==> src/rtl/trace_pkg.sv <==
`default_nettype none
// ============================================================================
// Module   : trace_pkg
// Purpose  : Shared definitions for the trace recorder. This covers the record
//            field codes, the number of compared fields, the reset value of
//            the last-value registers, the captured payload layout and the
//            output FSM state encoding.
// Ports    : none (package)
// Revision : 1.0 - initial release
// ============================================================================
package trace_pkg;

  localparam int NUM_FIELDS = 5;

  localparam logic [31:0] LAST_RESET = 32'hFFFF_FFFF;

  localparam logic [2:0] FLD_PC    = 3'd0;
  localparam logic [2:0] FLD_INST  = 3'd1;
  localparam logic [2:0] FLD_ALU   = 3'd2;
  localparam logic [2:0] FLD_WDATA = 3'd3;
  localparam logic [2:0] FLD_RDATA = 3'd4;
  localparam logic [2:0] FLD_TS    = 3'd5;

  // The change mask and the five sampled values. The sequence number
  // (and the optional timestamp) are appended by the recorder, because
  // their widths depend on its configuration.
  typedef struct packed {
    logic [NUM_FIELDS-1:0]       mask;
    logic [NUM_FIELDS-1:0][31:0] fields;
  } trace_payload_t;

  typedef enum logic [0:0] {
    IDLE = 1'b0,
    EMIT = 1'b1
  } trace_state_e;

endpackage : trace_pkg
`default_nettype wire

==> src/rtl/trace_fifo.sv <==
`default_nettype none
// ============================================================================
// Module   : trace_fifo
// Purpose  : Synchronous FIFO with a combinational head. When the FIFO is full,
//            a push is accepted only if a pop happens in the same cycle.
// Ports    : clk, rst (sync, active-low)
//            push_i/wdata_i  - write side
//            pop_i/rdata_o   - read side (rdata_o is the current head)
//            full_o, empty_o, count_o - occupancy status
// Revision : 1.0 - initial release
// ============================================================================
module trace_fifo #(
  parameter int WIDTH = 8,
  parameter int DEPTH = 8
) (
  input  logic                   clk,
  input  logic                   rst,
  input  logic                   push_i,
  input  logic [WIDTH-1:0]       wdata_i,
  input  logic                   pop_i,
  output logic [WIDTH-1:0]       rdata_o,
  output logic                   full_o,
  output logic                   empty_o,
  output logic [$clog2(DEPTH):0] count_o
);

  localparam int AW    = $clog2(DEPTH);
  localparam int CNT_W = AW + 1;

  logic [WIDTH-1:0] mem_q [DEPTH];
  logic [AW-1:0]    wr_ptr_q;
  logic [AW-1:0]    rd_ptr_q;
  logic [CNT_W-1:0] count_q;
  logic             w_push;
  logic             w_pop;

  assign empty_o = (count_q == '0);
  assign full_o  = (count_q == CNT_W'(DEPTH));
  assign count_o = count_q;
  assign rdata_o = mem_q[rd_ptr_q];

  assign w_pop  = pop_i && !empty_o;
  // When full, the slot being written is the one being popped this cycle.
  assign w_push = push_i && (!full_o || w_pop);

  always_ff @(posedge clk) begin
    if (!rst) begin
      wr_ptr_q <= '0;
      rd_ptr_q <= '0;
      count_q  <= '0;
    end else begin
      if (w_push) wr_ptr_q <= wr_ptr_q + AW'(1);
      if (w_pop)  rd_ptr_q <= rd_ptr_q + AW'(1);
      case ({w_push, w_pop})
        2'b10:   count_q <= count_q + CNT_W'(1);
        2'b01:   count_q <= count_q - CNT_W'(1);
        default: count_q <= count_q;
      endcase
    end
  end

  always_ff @(posedge clk) begin
    if (w_push) mem_q[wr_ptr_q] <= wdata_i;
  end

endmodule : trace_fifo
`default_nettype wire

==> src/rtl/trace_recorder.sv <==
`default_nettype none
// ============================================================================
// Module   : trace_recorder
// Purpose  : Change-driven CPU trace recorder. On each sampled cycle, the
//            recorder compares PC, instruction, ALU result, store data and
//            load data with their last values and queues the changed ones as
//            one entry. Each entry is then serialised as one 32-bit record per
//            changed field on a valid/ready stream.
// Ports    : clk, rst (sync, active-low)
//            sample_en, pc_in, inst_in, alu_res_in, dmem_wdata_in,
//            dmem_rdata_in                       - sampled CPU state
//            rec_valid/rec_ready, rec_field, rec_data, rec_seq - record stream
//            fifo_count, overflow_cnt, overflow_flag            - status
// Options  : TRACE_TIMESTAMP_EN - store a free-running cycle count in each
//            entry and emit it as a trailing field-5 record.
// Revision : 1.0 - initial release
// ============================================================================
module trace_recorder
  import trace_pkg::*;
#(
  parameter int DEPTH = 8,
  parameter int SEQ_W = 16,
  parameter int OVF_W = 16
) (
  input  logic                   clk,
  input  logic                   rst,
  input  logic                   sample_en,
  input  logic [31:0]            pc_in,
  input  logic [31:0]            inst_in,
  input  logic [31:0]            alu_res_in,
  input  logic [31:0]            dmem_wdata_in,
  input  logic [31:0]            dmem_rdata_in,
  output logic                   rec_valid,
  input  logic                   rec_ready,
  output logic [2:0]             rec_field,
  output logic [31:0]            rec_data,
  output logic [SEQ_W-1:0]       rec_seq,
  output logic [$clog2(DEPTH):0] fifo_count,
  output logic [OVF_W-1:0]       overflow_cnt,
  output logic                   overflow_flag
);

`ifdef TRACE_TIMESTAMP_EN
  localparam int REM_W = NUM_FIELDS + 1;  // extra bit = timestamp pending
`else
  localparam int REM_W = NUM_FIELDS;
`endif

  typedef struct packed {
    trace_payload_t   payload;
`ifdef TRACE_TIMESTAMP_EN
    logic [31:0]      ts;
`endif
    logic [SEQ_W-1:0] seq;
  } entry_t;

  logic [NUM_FIELDS-1:0][31:0] w_cur;
  logic [NUM_FIELDS-1:0][31:0] last_q;
  logic [NUM_FIELDS-1:0]       w_mask;
  logic                        w_cap;
  logic                        w_drop;
  logic [SEQ_W-1:0]            seq_q;
  logic [OVF_W-1:0]            ovf_cnt_q;
  logic                        ovf_flag_q;

  entry_t                      w_push_entry;
  entry_t                      w_head;
  logic                        w_full;
  logic                        w_empty;
  logic                        w_pop;

  trace_state_e                state_q, state_d;
  logic [REM_W-1:0]            rem_q, rem_d;
  logic [NUM_FIELDS-1:0][31:0] hold_fields_q, hold_fields_d;
  logic [SEQ_W-1:0]            hold_seq_q, hold_seq_d;
  logic                        w_last;
`ifdef TRACE_TIMESTAMP_EN
  logic [31:0]                 ts_q;
  logic [31:0]                 hold_ts_q, hold_ts_d;
`endif

  // ---------------------------------------------------------------- capture
  always_comb begin
    w_cur            = '0;
    w_cur[FLD_PC]    = pc_in;
    w_cur[FLD_INST]  = inst_in;
    w_cur[FLD_ALU]   = alu_res_in;
    w_cur[FLD_WDATA] = dmem_wdata_in;
    w_cur[FLD_RDATA] = dmem_rdata_in;
  end

  always_comb begin
    w_mask = '0;
    for (int i = 0; i < NUM_FIELDS; i++) begin
      w_mask[i] = (w_cur[i] != last_q[i]);
    end
  end

  assign w_cap  = sample_en && (w_mask != '0);
  // An entry is dropped only when the FIFO cannot take it this cycle.
  assign w_drop = w_cap && w_full && !w_pop;

  assign w_push_entry.payload.mask   = w_mask;
  assign w_push_entry.payload.fields = w_cur;
  assign w_push_entry.seq            = seq_q;
`ifdef TRACE_TIMESTAMP_EN
  assign w_push_entry.ts             = ts_q;
`endif

  trace_fifo #(
    .WIDTH ($bits(entry_t)),
    .DEPTH (DEPTH)
  ) u_fifo (
    .clk     (clk),
    .rst     (rst),
    .push_i  (w_cap),
    .wdata_i (w_push_entry),
    .pop_i   (w_pop),
    .rdata_o (w_head),
    .full_o  (w_full),
    .empty_o (w_empty),
    .count_o (fifo_count)
  );

  // ------------------------------------------------------------ output FSM
  always_comb begin
    state_d       = state_q;
    rem_d         = rem_q;
    hold_fields_d = hold_fields_q;
    hold_seq_d    = hold_seq_q;
`ifdef TRACE_TIMESTAMP_EN
    hold_ts_d     = hold_ts_q;
`endif
    w_pop         = 1'b0;
    // The mask is never zero in EMIT, so "at most one bit" means "last record".
    w_last        = ((rem_q & (rem_q - REM_W'(1))) == '0);

    case (state_q)
      IDLE: begin
        if (!w_empty) w_pop = 1'b1;
      end
      EMIT: begin
        if (rec_ready) begin
          if (w_last) begin
            rem_d = '0;
            if (!w_empty) w_pop   = 1'b1;  // back-to-back entries, no bubble
            else          state_d = IDLE;
          end else begin
            rem_d = rem_q & (rem_q - REM_W'(1));
          end
        end
      end
      default: state_d = IDLE;
    endcase

    if (w_pop) begin
      state_d       = EMIT;
`ifdef TRACE_TIMESTAMP_EN
      rem_d         = {1'b1, w_head.payload.mask};
      hold_ts_d     = w_head.ts;
`else
      rem_d         = w_head.payload.mask;
`endif
      hold_fields_d = w_head.payload.fields;
      hold_seq_d    = w_head.seq;
    end
  end

  // Lowest pending bit selects the record, giving ascending field order.
  always_comb begin
    rec_field = '0;
    rec_data  = '0;
    if (state_q == EMIT) begin
`ifdef TRACE_TIMESTAMP_EN
      if (rem_q[NUM_FIELDS]) begin
        rec_field = FLD_TS;
        rec_data  = hold_ts_q;
      end
`endif
      for (int i = NUM_FIELDS - 1; i >= 0; i--) begin
        if (rem_q[i]) begin
          rec_field = 3'(i);
          rec_data  = hold_fields_q[i];
        end
      end
    end
  end

  assign rec_valid     = (state_q == EMIT);
  assign rec_seq       = (state_q == EMIT) ? hold_seq_q : '0;
  assign overflow_cnt  = ovf_cnt_q;
  assign overflow_flag = ovf_flag_q;

  // -------------------------------------------------------------- registers
  always_ff @(posedge clk) begin
    if (!rst) begin
      state_q       <= IDLE;
      rem_q         <= '0;
      hold_fields_q <= '0;
      hold_seq_q    <= '0;
      last_q        <= {NUM_FIELDS{LAST_RESET}};
      seq_q         <= '0;
      ovf_cnt_q     <= '0;
      ovf_flag_q    <= 1'b0;
`ifdef TRACE_TIMESTAMP_EN
      ts_q          <= '0;
      hold_ts_q     <= '0;
`endif
    end else begin
      state_q       <= state_d;
      rem_q         <= rem_d;
      hold_fields_q <= hold_fields_d;
      hold_seq_q    <= hold_seq_d;
      if (sample_en) last_q <= w_cur;
      // Dropped entries still consume a number so the consumer sees the gap.
      if (w_cap)     seq_q  <= seq_q + SEQ_W'(1);
      if (w_drop) begin
        ovf_flag_q <= 1'b1;
        if (ovf_cnt_q != '1) ovf_cnt_q <= ovf_cnt_q + OVF_W'(1);
      end
`ifdef TRACE_TIMESTAMP_EN
      ts_q          <= ts_q + 32'd1;
      hold_ts_q     <= hold_ts_d;
`endif
    end
  end

endmodule : trace_recorder
`default_nettype wire

==> config.mk <==
export PLATFORM = sky130hd
export DESIGN_NAME = trace_recorder
export DESIGN_NICKNAME = d
export VERILOG_FILES = /design/src/rtl/trace_pkg.sv /design/src/rtl/trace_fifo.sv /design/src/rtl/trace_recorder.sv
export SDC_FILE = /design/constraint.sdc
export NUM_CORES = 2
export LEC_CHECK = 0
export ABC_AREA = 1
export CORE_MARGIN = 3
export CORE_UTILIZATION = 55
export DETAILED_ROUTE_END_ITERATION = 8
export PLACE_DENSITY = 0.76
export SKIP_CTS_REPAIR_TIMING = 1
export SLEW_MARGIN = 20
export SYNTH_ARGS = -nofsm -noshare
export SYNTH_HDL_FRONTEND = slang
export SYNTH_HIERARCHICAL = 1
export SYNTH_SLANG_ARGS = --single-unit
==> constraint.sdc <==
create_clock -name clk -period 15.03 [get_ports clk]
set_input_delay 3.006 -clock clk [delete_from_list [all_inputs] [get_ports clk]]
set_output_delay 3.006 -clock clk [all_outputs]
set_load 0.01 [all_outputs]
; After elaboration in Yosys (flattened, before gate mapping)
; Memories as Yosys holds them, arrays and structs flattened. A register that Yosys moved wholly into a read port is not among the register bits.
; Cells that the tools add are included.
[classes]
eq_ne = 9
bitwise_logic = 2
n_addsub = 7
muxes = 30
reduce_logical = 17
[op_table]
columns = cell, n
row1 = 32-bit two-way mux, 6
row2 = 32-bit != test, 5
row3 = "16-bit by 1-bit adder with 16-bit output, second input constant", 2
row4 = 3-bit two-way mux, 8
row5 = 5-bit two-way mux, 4
row6 = 16-bit two-way mux, 1
row7 = "16-bit != test, second input constant", 1
row8 = 1-bit two-way mux, 9
row9 = 4-bit one-hot mux with 2 select lines, 1
row10 = "3-bit by 1-bit adder with 3-bit output, second input constant", 2
row11 = 2-bit nonzero test, 3
row12 = 5-bit bitwise AND, 1
row13 = 1-bit logical AND, 5
row14 = 5-bit logical NOT, 1
row15 = 5-bit nonzero test, 1
row16 = "5-bit by 1-bit subtractor with 5-bit output, second input constant", 1
row17 = "4-bit by 1-bit adder with 4-bit output, second input constant", 1
row18 = "4-bit == test, second input constant", 1
row19 = 4-bit logical NOT, 1
row20 = 2-bit AND reduction, 2
row21 = "4-bit by 1-bit subtractor with 4-bit output, second input constant", 1
row22 = 1-bit logical NOT, 3
row23 = "2-bit by 1-bit == test with 1-bit output, second input constant", 1
row24 = "2-bit == test, second input constant", 1
row25 = 3 further kinds, 3
[word_totals]
mem_bits_rw = 1448
output_inout_bits = 73
elab_cells = 85
inputBits = 164
mem_count = 1
regBits = 385
[mem_list]
columns = memory, words, width, rd, rd_clocked_by_memory_dff, write_ports, line
row1 = u_fifo.mem_q, 8, 181, 1, 1, 1, trace_fifo.sv:30  ; logic [WIDTH-1:0] mem_q [DEPTH];

; Depth between registers and ports, before layout
[logic_depth]
depth_word = 11
mapped_depth = 25
mapped_depth_nobuf = 23

; Hierarchy
; Netlist, hierarchy kept.
[modules_own_cells]
columns = mod, seq_area_each_um2, area_per_inst_um2, cells_per_inst, n_inst
row1 = trace_fifo, 43742.0, 56536.7, 3777, 1
row2 = trace_recorder, 7507.2, 17909.7, 2711, 1

; Worst setup path after synthesis
; OpenSTA, ideal clock, no wires.
[synth_timing]
path_type = input-to-reg
start = in alu_res_in[29]
end = mem u_fifo/mem_q[0][0] (netlist name) (enable)
path_buffers = 2
setup_ns = 0.725
path_slack_ns = 2.242
t_arrival_ns = 12.063
cell_stages = 18
required_ns = 14.305
path_cell_list = inv_1 nand2_1 nand2_1 nand2_1 nor2_1 nand2_1 nor2_1 nand2_1 inv_1 nand2_1 nor2_1 nor2_1 buf_2 buf_1 nand2_1 inv_1 nand2_1 nor2_1
[synth_via]
elab_chain_len = 6
[synth_lines]
columns = element, line
row1 = start: declaration, trace_recorder.sv:30  ; input logic [31:0] alu_res_in,
row2 = 32-bit != test, trace_recorder.sv:95  ; w_mask[i] = (w_cur[i] != last_q[i]);
row3 = net w_mask[2], trace_recorder.sv:59  ; logic [NUM_FIELDS-1:0] w_mask;
row4 = 5-bit nonzero test, trace_recorder.sv:99  ; assign w_cap = sample_en && (w_mask != '0);
row5 = 1-bit logical AND, trace_recorder.sv:99
row6 = net w_cap, trace_recorder.sv:60  ; logic w_cap;
row7 = 1-bit logical AND, trace_fifo.sv:44  ; assign w_push = push_i && (!full_o || w_pop);
row8 = 1-bit two-way mux, trace_fifo.sv:63  ; if (w_push) mem_q[wr_ptr_q] <= wdata_i;
row9 = 1-bit two-way mux (implied by the code), trace_fifo.sv:63
row10 = end: declaration, trace_fifo.sv:30
; The timed path passes the listed nets, and every way through them passes these cells.

; Worst setup path in the final report
[layout_timing]
start = in alu_res_in[9]
end = mem u_fifo/mem_q[6][113] (netlist name) (enable)
[layout_via]
elab_chain_len = 6
[layout_lines]
columns = element, line
row1 = 32-bit != test, trace_recorder.sv:95
row2 = net w_mask[2], trace_recorder.sv:59
row3 = 5-bit nonzero test, trace_recorder.sv:99
row4 = 1-bit logical AND, trace_recorder.sv:99
row5 = 1-bit logical AND, trace_fifo.sv:44
row6 = 1-bit two-way mux, trace_fifo.sv:63
row7 = 1-bit two-way mux (implied by the code), trace_fifo.sv:63
; The timed path passes the listed nets, and every way through them passes these cells.

==> impl_metrics.csv <==
group,metric,value,unit
cts,cts-root-buf,"sky130_fd_sc_hd__clkbuf_16",
critical_path,reg2reg_from,"rem_q[2]$_SDFFE_PN0P_",
timing,setup_violations,0,
critical_path,required,15.44,ns
power_and_ir_drop,internal_power,9880,µW
detailed_routing,detail_route.first_pass.iterations,6,
synth,ys_types,38,
power_and_ir_drop,power.sequential.fraction,0.417,
grt,grt_util_met3,0.0554,
critical_path,timing.reg2reg.worst_path_depth,15,
placement,place.port_buffers,236,
critical_path,crit_path_end,"u_fifo/mem_q[6][113]$_DFFE_PP_",
synth,syn_area_per_cell,11.5,µm²
outcome,status,"complete, no violations",
critical_path,most_common_cell_type_on_the_critical_path,"sky130_fd_sc_hd__nand2_1",
synth,yosysWarningCount,6,
timing,grt_setup_unrepaired,"no",
finish,drive_above_1_share,0.0524,
critical_path,worst_path_max_delay_cell,"sky130_fd_sc_hd__buf_4",
finish,most_used_cells_in_the_layout_excluding_fill_and_tap_cells,"sky130_fd_sc_hd__edfxtp_1 (1448), sky130_fd_sc_hd__nand2_1 (1219), sky130_fd_sc_hd__nor2_1 (884)",
cts,cts_buffer_depth,3,
critical_path,setup.worst_path.start,"alu_res_in[9]",
timing,timing.clock.skew,0.0364,ns
synth,yosys.area_share.simple,0.121,
synth,syn_nets,6659,
critical_path,ff2ff_setup_slack,9.46,ns
die,dieHeight,374,µm
power_and_ir_drop,switching_share,0.346,
grt,maximum_number_of_pins_on_one_net_before_global_route_repair,194,
critical_path,type_of_the_worst_setup_path,"in -> reg",
die,core_region_area,0.134,mm²
power_and_ir_drop,power_frac_comb,0.287,
finish,multi_input_logic_area,0.0202,mm²
synth,syn_inst_count,6488,
cts,cts_buffers,176,
detailed_routing,vias_per_cell,5.92,
critical_path,cp_cell_sequence,"clkdlybuf4s50_1 -> xnor2_1 -> nand2_1 -> nor2_1 -> nand2_1 -> nor2_1 -> nand2_1 -> inv_1 -> nand2_1 -> nor2_1 -> nor2_2 -> buf_4 -> nand2_1 -> inv_1 -> nand2_1 -> nor2_4 -> buf_4 -> buf_12",
power_and_ir_drop,p_leak,0.0302,µW
critical_path,worstSetupPathDepth,18,
detailed_routing,drt-total-wl,193000,µm
detailed_routing,number_of_vias_after_detailed_routing,50300,
critical_path,timing.critical_path.max_delay_family,"buffers and inverters",
critical_path,r2r-end,"u_fifo/mem_q[6][113]$_DFFE_PP_",
finish,area_growth,12.4,%
detailed_routing,drt_iter0_drc,5914,
finish,register_area,0.0513,mm²
grt,globalRouteOverflowTotal,0,
detailed_routing,antenna_left,0,
finish,mostFrequentLayoutCell,"sky130_fd_sc_hd__edfxtp_1",
die,initial_core_util,0.556,
synth,ys_seq_elements,1836,
timing,fin_crit,7.73,ns
synth,synth_seq_area_share,0.688,
die,ios,237,
critical_path,highest_net_fanout_along_the_worst_path,113,
grt,groute.layer.met1.usage,0.372,
synth,synth_xor_xnor_area_share,0.0114,
power_and_ir_drop,power.share.clock,0.296,
job,max_cap_viol_count,0,
synth,synth-compound-area-share,0.0887,
critical_path,cp_data_arrival_time,8.14,ns
power_and_ir_drop,pwr_density_cell,181,mW/mm²
timing,worstMarginPinSlew,1.10,ns
cts,clk-insertion-delay-late,0.81,ns
synth,mappedNetlistArea,0.0744,mm²
cts,tritoncts,"built",
critical_path,path_buf_inv,6,
cts,htree_num_levels,4,
grt,antenna_violations_before_repair,16,
grt,globalRoute.busiestLayer,"met2",
die,floorplan.die_area,0.140,mm²
die,placementRows,134,
grt,grt_util_met2,0.418,
critical_path,slowest_delay,0.80,ns
detailed_routing,post_drt_wl_per_cell,22.7,µm
power_and_ir_drop,vdd_drop_max,310,µV
worst_hold_path,hold_path.class,"reg -> reg",
critical_path,worst_setup_start_kind,"primary input",
grt,number_of_global_route_vias_before_repair,48200,
synth,muxShareOfSynthArea,0.0487,
synth,dominant_combinational_cell_family_by_area_after_synthesis,"simple AND/OR/NAND/NOR gates",
power_and_ir_drop,report.power.total,15100,µW
synth,yosys.area_share.adder,0.00128,
timing,worst_slew_margin_relative_to_its_limit,0.268,
timing,finalSetupTns,0,ns
timing,fmaxAchievable,0.129,GHz
finish,nFillCells,9843,
detailed_routing,residual_drc,0,
timing,timing_max_transition_violations_final,0,
finish,net_count_final,6736,
grt,grt.total_usage,0.270,
grt,grt_first_pass_wirelength,289000,µm
cts,clock-sinks,1836,
die,floorplan.die.width,374,µm
critical_path,worst_setup_path_end_kind,"flop",
timing,final_min_period_over_clock_period,0.514,
cts,clk_pin_slew_worst_paths,0.06,ns
placement,place_hpwl,107000,µm
placement,routability_driven_placement_congestion_ratio,0.866,
timing,hold_viol_final,0,
power_and_ir_drop,net-switching-power,5220,µW
[cells by family after synthesis]
| kind of cell | Yosys count |
|---|---|
| AO/OA/AOI/OAI | 1184 |
| XOR/XNOR | 97 |
| adder cells (fa/ha/maj) | 7 |
| buffers and inverters | 692 |
| flip-flops | 1836 |
| multiplexers | 362 |
| AND/OR/NAND/NOR | 2310 |
[power groups by stage]
stage	sequential (µW)	clock [µW]	combinational, µW
2_1_floorplan	6280	0	2960
3_3_place_gp	6370	0	4140
3_5_place_dp	6390	0	4220
4_1_cts	6290	4510	4270
5_1_grt	6340	4710	4690
6_report	6300	4470	4340
[per-layer routing]
layer	part of all wire	up-vias
li1	-	23000
met5	0.00018	-
met4	0.041	4
met3	0.099	387
met1	0.40	24500
met2	0.46	2467
[flip-flops by register name, indices dropped and copies added, names as in the netlist, named ones only]
signal and flops:
u_fifo/mem_q 1448, hold_fields_q 160, last_q 160, hold_seq_q 16, overflow_cnt 16, seq_q 16
rem_q 5, u_fifo/count_o 4, u_fifo/rd_ptr_q 3, u_fifo/wr_ptr_q 3, overflow_flag 1, rec_valid 1
[Yosys cell counts]
cell | instances | area share
sky130_fd_sc_hd__a31oi_1 | 4 | 0.00034
sky130_fd_sc_hd__o211ai_1 | 2 | 0.00020
sky130_fd_sc_hd__buf_2 | 93 | 0.0063
sky130_fd_sc_hd__nor2_4 | 3 | 0.00045
sky130_fd_sc_hd__clkbuf_4 | 4 | 0.00040
sky130_fd_sc_hd__or2_2 | 1 | 0.000084
sky130_fd_sc_hd__nor2b_1 | 1 | 0.000084
sky130_fd_sc_hd__buf_4 | 39 | 0.0039
sky130_fd_sc_hd__o21ai_1 | 28 | 0.0019
sky130_fd_sc_hd__a41o_1 | 5 | 0.00067
sky130_fd_sc_hd__o221a_2 | 5 | 0.00076
sky130_fd_sc_hd__buf_1 | 26 | 0.0013
sky130_fd_sc_hd__o22ai_1 | 362 | 0.030
sky130_fd_sc_hd__nand2_1 | 1219 | 0.061
sky130_fd_sc_hd__a22oi_1 | 19 | 0.0019
sky130_fd_sc_hd__nor3_1 | 17 | 0.0011
sky130_fd_sc_hd__nand3_1 | 140 | 0.0094
sky130_fd_sc_hd__mux2i_1 | 362 | 0.049
sky130_fd_sc_hd__nor4_1 | 7 | 0.00059
sky130_fd_sc_hd__o21ai_0 | 625 | 0.042
sky130_fd_sc_hd__o21bai_1 | 1 | 0.00010
sky130_fd_sc_hd__inv_2 | 7 | 0.00035
sky130_fd_sc_hd__clkinv_1 | 2 | 0.00010
sky130_fd_sc_hd__ha_1 | 6 | 0.0010
sky130_fd_sc_hd__o221ai_1 | 24 | 0.0028
sky130_fd_sc_hd__clkbuf_1 | 209 | 0.011
sky130_fd_sc_hd__inv_1 | 290 | 0.015
sky130_fd_sc_hd__xnor2_1 | 66 | 0.0078
sky130_fd_sc_hd__and3_1 | 1 | 0.000084
sky130_fd_sc_hd__nor2_1 | 893 | 0.045
sky130_fd_sc_hd__buf_6 | 22 | 0.0033
sky130_fd_sc_hd__xor2_1 | 31 | 0.0036
sky130_fd_sc_hd__a41oi_1 | 5 | 0.00059
sky130_fd_sc_hd__nand4_1 | 28 | 0.0024
sky130_fd_sc_hd__dfxtp_1 | 388 | 0.10
sky130_fd_sc_hd__fa_1 | 1 | 0.00027
sky130_fd_sc_hd__a21oi_1 | 104 | 0.0070
sky130_fd_sc_hd__edfxtp_1 | 1448 | 0.58
[per-stage QoR]
stage | area (µm²) | util | std cells | setup slack [ns] | hold slack, ns
floorplan | 74400 | - | 6488 | 2.24 | 0.433
global placement | 77800 | 0.581 | 8155 | 6.57 | 0.440
detailed placement | 77800 | 0.581 | 8155 | 6.52 | 0.448
CTS | 83700 | 0.625 | 8486 | 7.38 | 0.467
global route | 83700 | 0.625 | 8494 | 6.99 | 0.492
finish | 83700 | 0.625 | 8497 | 7.30 | 0.467
[worst register-to-register path, stage by stage (launching register included)]
cell	delay (ns)
sky130_fd_sc_hd__dfxtp_2	0.65
sky130_fd_sc_hd__inv_2	0.55
sky130_fd_sc_hd__nand2_1	0.13
sky130_fd_sc_hd__o21ai_0	0.27
sky130_fd_sc_hd__nand3_1	0.12
sky130_fd_sc_hd__nand2_1	0.13
sky130_fd_sc_hd__inv_2	0.06
sky130_fd_sc_hd__nor2_4	0.27
sky130_fd_sc_hd__inv_1	0.08
sky130_fd_sc_hd__nand4_1	0.11
sky130_fd_sc_hd__nand2_1	0.13
sky130_fd_sc_hd__inv_1	0.11
sky130_fd_sc_hd__nand2_1	0.24
sky130_fd_sc_hd__nor2_4	0.71
sky130_fd_sc_hd__buf_4	0.80
sky130_fd_sc_hd__buf_12	0.76
[layout make-up]
class | count | area share
Timing Repair Buffer | 292 | 0.0352
Sequential cell | 1836 | 0.613
Antenna cell | 11 | 0.000329
Clock buffer | 255 | 0.0598
Clock inverter | 76 | 0.0105
Tap cell | 1768 | 0.0264
Multi-Input combinational cell | 3960 | 0.242
Inverter | 299 | 0.0137
[how the worst min path moves through the flow]
stage | start | endpoint | cells past startpoint | slack [ns]
global route | u_fifo/rd_ptr_q[2]$_SDFFE_PN0N_ | flop | 2 | 0.49
finish | overflow_flag$_SDFFE_PN0P_ | overflow_flag$_SDFFE_PN0P_ | 2 | 0.47
CTS | u_fifo/rd_ptr_q[2]$_SDFFE_PN0N_ | flop | 2 | 0.47
detailed placement | overflow_flag$_SDFFE_PN0P_ | overflow_flag$_SDFFE_PN0P_ | 2 | 0.45
floorplan | u_fifo/rd_ptr_q[2]$_SDFFE_PN0N_ | flop | 2 | 0.43
global placement | u_fifo/rd_ptr_q[2]$_SDFFE_PN0N_ | flop | 2 | 0.44
Note: power is estimated with default switching activity, not from simulation.
